==> src/rtl/red_pitaya_hk_pkg.sv <==
// Shared definitions for the house-keeping bus arbiter: FSM encoding,
// default timing parameters, requester indices and the round-robin pick.
package red_pitaya_hk_pkg;

  typedef enum logic [1:0] {
    ST_IDLE    = 2'd0,
    ST_ISSUE   = 2'd1,
    ST_WAIT    = 2'd2,
    ST_RECOVER = 2'd3
  } arb_state_e;

  localparam int DEF_TMO = 255;
  localparam int DEF_RCV = 4;

  localparam int M_PS  = 0;
  localparam int M_SEQ = 1;

  // Round-robin pick between two candidates: on contention the requester
  // that was NOT granted last wins; otherwise the only candidate wins.
  function automatic logic rr_pick(input logic [1:0] cand, input logic last);
    if (cand == 2'b11) begin
      return ~last;
    end
    return cand[1];
  endfunction

endpackage

==> src/rtl/red_pitaya_bus_req_latch.sv <==
// One-deep pending request latch for one requester. Captures a strobe while
// empty, drops (and flags) a strobe while a request is already held, and is
// emptied by the arbiter when the held request completes.
module red_pitaya_bus_req_latch #(
  parameter int AW = 32,
  parameter int DW = 32
) (
  input  logic          clk,
  input  logic          rstn,
  input  logic [AW-1:0] addr,
  input  logic [DW-1:0] wdata,
  input  logic          wen,
  input  logic          ren,
  input  logic          clr,
  output logic          pend,
  output logic [AW-1:0] p_addr,
  output logic [DW-1:0] p_wdata,
  output logic          p_we,
  output logic          ovf
);

  logic          pend_reg;
  logic [AW-1:0] addr_reg;
  logic [DW-1:0] wdata_reg;
  logic          we_reg;
  logic          ovf_reg;

  // Capture into the empty latch, or flag a dropped strobe; a clear from the
  // arbiter empties the latch after any capture decision for this cycle.
  always_ff @(posedge clk) begin
    if (!rstn) begin
      pend_reg  <= 1'b0;
      addr_reg  <= '0;
      wdata_reg <= '0;
      we_reg    <= 1'b0;
      ovf_reg   <= 1'b0;
    end else begin
      ovf_reg <= 1'b0;
      if (wen || ren) begin
        if (pend_reg) begin
          ovf_reg <= 1'b1;
        end else begin
          pend_reg  <= 1'b1;
          addr_reg  <= addr;
          wdata_reg <= wdata;
          we_reg    <= wen;
        end
      end
      if (clr) begin
        pend_reg <= 1'b0;
      end
    end
  end

  assign pend    = pend_reg;
  assign p_addr  = addr_reg;
  assign p_wdata = wdata_reg;
  assign p_we    = we_reg;
  assign ovf     = ovf_reg;

endmodule

==> src/rtl/red_pitaya_hk_bus_arb.sv <==
// Two-requester round-robin arbiter in front of the house-keeping bus slave.
// One slave access outstanding at a time; a slave that never acknowledges is
// timed out, answered with an error, and followed by a short recovery window
// in which stray acknowledges are discarded.
module red_pitaya_hk_bus_arb
  import red_pitaya_hk_pkg::*;
#(
  parameter int AW  = 32,
  parameter int DW  = 32,
  parameter int TMO = DEF_TMO,
  parameter int RCV = DEF_RCV
) (
  input  logic          clk_i,
  input  logic          rstn_i,
  input  logic [AW-1:0] m0_addr_i,
  input  logic [DW-1:0] m0_wdata_i,
  input  logic          m0_wen_i,
  input  logic          m0_ren_i,
  output logic [DW-1:0] m0_rdata_o,
  output logic          m0_err_o,
  output logic          m0_ack_o,
  input  logic [AW-1:0] m1_addr_i,
  input  logic [DW-1:0] m1_wdata_i,
  input  logic          m1_wen_i,
  input  logic          m1_ren_i,
  output logic [DW-1:0] m1_rdata_o,
  output logic          m1_err_o,
  output logic          m1_ack_o,
  output logic [AW-1:0] s_addr_o,
  output logic [DW-1:0] s_wdata_o,
  output logic          s_wen_o,
  output logic          s_ren_o,
  input  logic [DW-1:0] s_rdata_i,
  input  logic          s_err_i,
  input  logic          s_ack_i,
  output logic          stat_tmo_o,
  output logic          stat_ovf_o
);

  localparam int TCW = $clog2(TMO + 1);
  localparam int RCW = $clog2(RCV + 1);

  // Requester inputs gathered into arrays indexed by requester number
  logic [AW-1:0] in_addr  [2];
  logic [DW-1:0] in_wdata [2];
  logic          in_wen   [2];
  logic          in_ren   [2];

  assign in_addr[M_PS]   = m0_addr_i;
  assign in_wdata[M_PS]  = m0_wdata_i;
  assign in_wen[M_PS]    = m0_wen_i;
  assign in_ren[M_PS]    = m0_ren_i;
  assign in_addr[M_SEQ]  = m1_addr_i;
  assign in_wdata[M_SEQ] = m1_wdata_i;
  assign in_wen[M_SEQ]   = m1_wen_i;
  assign in_ren[M_SEQ]   = m1_ren_i;

  // Per-requester latch outputs and the request each would present if granted
  logic          pend     [2];
  logic [AW-1:0] p_addr   [2];
  logic [DW-1:0] p_wdata  [2];
  logic          p_we     [2];
  logic [1:0]    ovf;
  logic [1:0]    clr;
  logic [1:0]    cand;
  logic [AW-1:0] sel_addr [2];
  logic [DW-1:0] sel_wdata[2];
  logic          sel_we   [2];

  // Arbiter state
  arb_state_e    state_reg;
  logic          owner_reg;
  logic          last_reg;
  logic [TCW-1:0] tcnt_reg;
  logic [RCW-1:0] rcnt_reg;
  logic [AW-1:0] s_addr_reg;
  logic [DW-1:0] s_wdata_reg;
  logic          s_wen_reg;
  logic          s_ren_reg;
  logic [1:0]    ack_reg;
  logic [1:0]    err_reg;
  logic [DW-1:0] rdata_reg [2];
  logic          tmo_reg;

  logic          tmo_hit;
  logic          complete;
  logic          grant;

  assign tmo_hit  = (tcnt_reg == TCW'(TMO - 1));
  assign complete = (state_reg == ST_WAIT) && (s_ack_i || tmo_hit);
  assign grant    = rr_pick(cand, last_reg);

  genvar gi;
  generate
    for (gi = 0; gi < 2; gi++) begin : g_req
      red_pitaya_bus_req_latch #(
        .AW(AW),
        .DW(DW)
      ) u_latch (
        .clk    (clk_i),
        .rstn   (rstn_i),
        .addr   (in_addr[gi]),
        .wdata  (in_wdata[gi]),
        .wen    (in_wen[gi]),
        .ren    (in_ren[gi]),
        .clr    (clr[gi]),
        .pend   (pend[gi]),
        .p_addr (p_addr[gi]),
        .p_wdata(p_wdata[gi]),
        .p_we   (p_we[gi]),
        .ovf    (ovf[gi])
      );

      // A strobe arriving in IDLE is granted in the same cycle it is latched,
      // so the grant path takes the live inputs when nothing is held yet.
      assign cand[gi]      = pend[gi] | in_wen[gi] | in_ren[gi];
      assign sel_addr[gi]  = pend[gi] ? p_addr[gi]  : in_addr[gi];
      assign sel_wdata[gi] = pend[gi] ? p_wdata[gi] : in_wdata[gi];
      assign sel_we[gi]    = pend[gi] ? p_we[gi]    : in_wen[gi];
      assign clr[gi]       = complete && (owner_reg == 1'(gi));
    end
  endgenerate

  // Arbiter FSM: grant, issue one strobe, wait for ack or timeout, recover
  always_ff @(posedge clk_i) begin
    if (!rstn_i) begin
      state_reg    <= ST_IDLE;
      owner_reg    <= 1'b0;
      last_reg     <= 1'b1;
      tcnt_reg     <= '0;
      rcnt_reg     <= '0;
      s_addr_reg   <= '0;
      s_wdata_reg  <= '0;
      s_wen_reg    <= 1'b0;
      s_ren_reg    <= 1'b0;
      ack_reg      <= '0;
      err_reg      <= '0;
      rdata_reg[0] <= '0;
      rdata_reg[1] <= '0;
      tmo_reg      <= 1'b0;
    end else begin
      s_wen_reg    <= 1'b0;
      s_ren_reg    <= 1'b0;
      ack_reg      <= '0;
      err_reg      <= '0;
      rdata_reg[0] <= '0;
      rdata_reg[1] <= '0;
      tmo_reg      <= 1'b0;
      case (state_reg)
        ST_IDLE: begin
          if (|cand) begin
            owner_reg   <= grant;
            s_addr_reg  <= sel_addr[grant];
            s_wdata_reg <= sel_wdata[grant];
            s_wen_reg   <= sel_we[grant];
            s_ren_reg   <= ~sel_we[grant];
            state_reg   <= ST_ISSUE;
          end
        end
        ST_ISSUE: begin
          tcnt_reg  <= '0;
          state_reg <= ST_WAIT;
        end
        ST_WAIT: begin
          if (s_ack_i) begin
            ack_reg[owner_reg]   <= 1'b1;
            err_reg[owner_reg]   <= s_err_i;
            rdata_reg[owner_reg] <= s_rdata_i;
            last_reg             <= owner_reg;
            state_reg            <= ST_IDLE;
          end else if (tmo_hit) begin
            ack_reg[owner_reg] <= 1'b1;
            err_reg[owner_reg] <= 1'b1;
            tmo_reg            <= 1'b1;
            last_reg           <= owner_reg;
            rcnt_reg           <= '0;
            state_reg          <= ST_RECOVER;
          end else begin
            tcnt_reg <= tcnt_reg + 1'b1;
          end
        end
        ST_RECOVER: begin
          if (rcnt_reg == RCW'(RCV - 1)) begin
            state_reg <= ST_IDLE;
          end else begin
            rcnt_reg <= rcnt_reg + 1'b1;
          end
        end
        default: state_reg <= ST_IDLE;
      endcase
    end
  end

  assign s_addr_o   = s_addr_reg;
  assign s_wdata_o  = s_wdata_reg;
  assign s_wen_o    = s_wen_reg;
  assign s_ren_o    = s_ren_reg;
  assign m0_ack_o   = ack_reg[M_PS];
  assign m0_err_o   = err_reg[M_PS];
  assign m0_rdata_o = rdata_reg[M_PS];
  assign m1_ack_o   = ack_reg[M_SEQ];
  assign m1_err_o   = err_reg[M_SEQ];
  assign m1_rdata_o = rdata_reg[M_SEQ];
  assign stat_tmo_o = tmo_reg;
  assign stat_ovf_o = |ovf;

endmodule

==> config.mk <==
export PLATFORM = sky130hd
export DESIGN_NAME = red_pitaya_hk_bus_arb
export DESIGN_NICKNAME = d
export VERILOG_FILES = /design/src/rtl/red_pitaya_hk_pkg.sv /design/src/rtl/red_pitaya_bus_req_latch.sv /design/src/rtl/red_pitaya_hk_bus_arb.sv
export SDC_FILE = /design/constraint.sdc
export NUM_CORES = 1
export LEC_CHECK = 0
export CAP_MARGIN = 20
export CELL_PAD_IN_SITES_DETAIL_PLACEMENT = 1
export CELL_PAD_IN_SITES_GLOBAL_PLACEMENT = 2
export CORE_MARGIN = 3
export CORE_UTILIZATION = 30
export DETAILED_ROUTE_END_ITERATION = 12
export GPL_TIMING_DRIVEN = 0
export PLACE_DENSITY_LB_ADDON = 0.1
export SETUP_SLACK_MARGIN = 0.02
export SYNTH_ARGS = -nofsm -noshare
export SYNTH_HDL_FRONTEND = slang
export SYNTH_HIERARCHICAL = 1
export SYNTH_SLANG_ARGS = --single-unit
==> constraint.sdc <==
create_clock -name clk_i -period 2.3 [get_ports clk_i]
set_input_delay 0.575 -clock clk_i [delete_from_list [all_inputs] [get_ports clk_i]]
set_output_delay 0.575 -clock clk_i [all_outputs]
set_load 0.02 [all_outputs]
==> flow_metrics.env <==
export IMPL_synth_largest_area_cell="dfxtp_1"
export IMPL_htreeDepth=2
export IMPL_nFillCells=4433
export IMPL_final_cell_mix="clkdlybuf4s50_1 (301), dfxtp_1 (284), nand3_1 (188), nand2_1 (144), mux2i_1 (130)"
export IMPL_synth_edf_count=0
export IMPL_power_leakage_nw=6.42
export IMPL_switching_share=0.274
export IMPL_pre_cts_ws_ns=-1.18
export IMPL_power_switching_mw=3.62
export IMPL_ant_nets=0
export IMPL_wl_per_cell_um=20.3
export IMPL_path_max_fanout=10
export IMPL_ys_ff_latch=284
export IMPL_rows=72
export IMPL_pwr_share_clk=0.413
export IMPL_cts_buffers=35
export IMPL_crit_path_start_kind="register"
export IMPL_die_area_um2=42500
export IMPL_clkSlewWorstSetupHoldPaths_ns=0.06
export IMPL_first_global_vias=11000
export IMPL_cts_sinks=284
export IMPL_wl_met1_mm=19.5
export IMPL_first_iter_violations=402
export IMPL_crit_arrival_ns=2.56
export IMPL_core_area_um2=39100
export IMPL_hold_viol=0
export IMPL_vias=10300
export IMPL_cts_tree="built"
export IMPL_synth_area_leaders="dfxtp_1 (47%), mux2i_1 (11%), nand3_1 (7.8%)"
export IMPL_syn2layout_area_growth_pct=40.6
export IMPL_cts_root_buf="clkbuf_16"
export IMPL_drc=0
export IMPL_stdcell_area_um2=16900
export IMPL_synth_distinct_cells=59
export IMPL_ios=304
export IMPL_fp_dieW_um=206
export IMPL_fin_total_pwr_mw=13.2
export IMPL_relSlewSlack=0.408
export IMPL_hold_buffers=0
export IMPL_fin_nets=1741
export IMPL_slew_violations=0
export IMPL_endpoint_kind="register"
export IMPL_place_gp_congestion=0.735
export IMPL_tightest_slew_ns=0.888
export IMPL_ir_drop_v=0.000528
export IMPL_run_status="complete, no violations"
export IMPL_final_common_cell="clkdlybuf4s50_1"
export IMPL_worstSetupPathType="register to register"
export IMPL_period_needed_ns=2.15
export IMPL_grt_max_degree=13
export IMPL_track_usage=0.199
export IMPL_combPwrFrac=0.174
export IMPL_netlist_instances=1227
export IMPL_overflow=0
export IMPL_post_dp_cell_area_um2=15700
export IMPL_rsz0062_at_grt="false"
export IMPL_p_int_mw=9.60
export IMPL_setup_viol=0
export IMPL_whs_ns=0.455
export IMPL_drv_cap=0
export IMPL_synth_top_area_share=0.473
export IMPL_highest_layer="met5"
export IMPL_floorplan_initialDensity=0.308
export IMPL_wl_met3_mm=2.52
export IMPL_dr_pass1_iters=4
export IMPL_seq_area_frac_synth=0.473
export IMPL_min_path_type="register to register"
export IMPL_ys_warn_count=6
export IMPL_async_flop_share=0
export IMPL_die_h_um=206
export IMPL_fin_crit_sh=0.934
export IMPL_pwr_share_seq=0.412
export IMPL_dpl_hpwl_mm=31.6
export IMPL_synth_area_per_cell_um2=9.81
export IMPL_drive_above_1_share=0.152
export IMPL_antenna_found_initial=6
export IMPL_skew_ns=0.0241
export IMPL_clk_path_buf_depth=3
export IMPL_met2_length_mm=20.2
export IMPL_crit_slowest_cell="buf_1"
export IMPL_worstSkewPairLatency_ns=0.53
export IMPL_crit_required_ns=2.71
export IMPL_crit_chain="buf_4 -> buf_1 -> mux2i_1 -> o221ai_2"
export IMPL_grt_pass1_wl_mm=65.2
export IMPL_p_per_area_nw_per_um2=781
export IMPL_slowest_delay_ns=0.67
export IMPL_ys_flop_type="dfxtp_1"
export IMPL_mappedNetlistArea_um2=12000
export IMPL_synth_net_count=1399
export IMPL_port_buffers=303
export IMPL_final_setup_worst_slack_ns=0.152
export IMPL_via_per_inst=4.90
export IMPL_wirelength_mm=42.8
export IMPL_fmax_ghz=0.466
## cells by family (layout without fill, tap and decap cells)
| family | Yosys count | after routing | synth area share |
|---|---|---|---|
| simple gates | 460 | 460 | 0.193 |
| buf+inv | 118 | 485 | 0.0563 |
| mux | 130 | 130 | 0.108 |
| fa+ha+maj | 4 | 4 | 0.00416 |
| xor+xnor | 1 | 1 | 0.000728 |
| other cells | 0 | 1 | 0 |
| flops | 284 | 284 | 0.473 |
| compound gates | 230 | 230 | 0.165 |
## layout make-up
class | instances | area, um^2 | area share
clock buffer | 57 | 1080 | 0.0639
sequential | 284 | 5690 | 0.336
timing repair buffer | 305 | 3060 | 0.181
antenna | 1 | 2.50 | 0.000148
buffer | 109 | 663 | 0.0392
multi-input combinational | 825 | 5690 | 0.336
inverter | 9 | 33.8 | 0.00200
tap | 518 | 648 | 0.0383
clock inverter | 5 | 53.8 | 0.00318
## path summary, 6_finish.rpt
kind	startpoint	to	slack, ns	depth (start not counted)
worst max-delay path	g_req[1].u_latch/pend	s_addr_o[2]	0.15	4
worst min register to register	g_req[0].u_latch/p_addr[12]	g_req[0].u_latch/p_addr[12]	0.45	2
worst min-delay path	g_req[0].u_latch/p_addr[12]	g_req[0].u_latch/p_addr[12]	0.45	2
worst max register to register	g_req[1].u_latch/pend	s_addr_o[2]	0.15	4
## power groups by stage
stage	Combinational [mW]	Sequential, mW	Clock [mW]
floorplan	1.07	5.68	0
global placement	2.29	5.54	0
detailed placement	2.31	5.55	0
CTS	2.34	5.45	5.64
global route	2.50	5.48	5.82
finish	2.30	5.45	5.46
## stage by stage
| step | utilization | instances | setup TNS [ns] |
|---|---|---|---|
| 4_1_cts | 0.432 | 2112 | 0 |
| 2_1_floorplan | - | 1227 | 0 |
| 3_5_place_dp | 0.402 | 2048 | -123.72 |
| 5_1_grt | 0.433 | 2113 | 0 |
| 3_3_place_gp | 0.402 | 2048 | -122.31 |
| 6_report | 0.433 | 2113 | 0 |
## synthesized netlist by cell type (5+ instances only)
master and n:
a21oi_1 8, mux2i_1 130, and2_1 65, o21ai_2 21, buf_1 6, o21ai_1 22, buf_6 9, o21ai_0 91
dfxtp_1 284, nor3_1 6, clkbuf_1 29, o221ai_2 60, clkbuf_2 10, nand2_1 144, nand2b_1 5, nand3_1 188
inv_1 8, nor2_1 14, nand3_2 12, buf_2 47
## what timing repair did
action                                  4_1_cts  5_1_grt
endpoints found under the setup margin      131       82
pin swaps                                     1        0
setup buffers                                 2        0
gates resized for setup                       5       19
## routing by layer
metal	vias to the layer above	GRT usage
met3	41	0.0463
met2	248	0.341
met4	10	0.0482
li1	5058	-
met1	4988	0.253
met5	-	0
## critical path, delay by kind of cell, from the launching register on
| family | cells | cell delay, ns |
|---|---|---|
| flops | 1 | 0.55 |
| buf+inv | 2 | 0.98 |
| mux | 1 | 0.36 |
| compound gates | 1 | 0.12 |
Note: power is estimated with default switching activity, not from simulation.
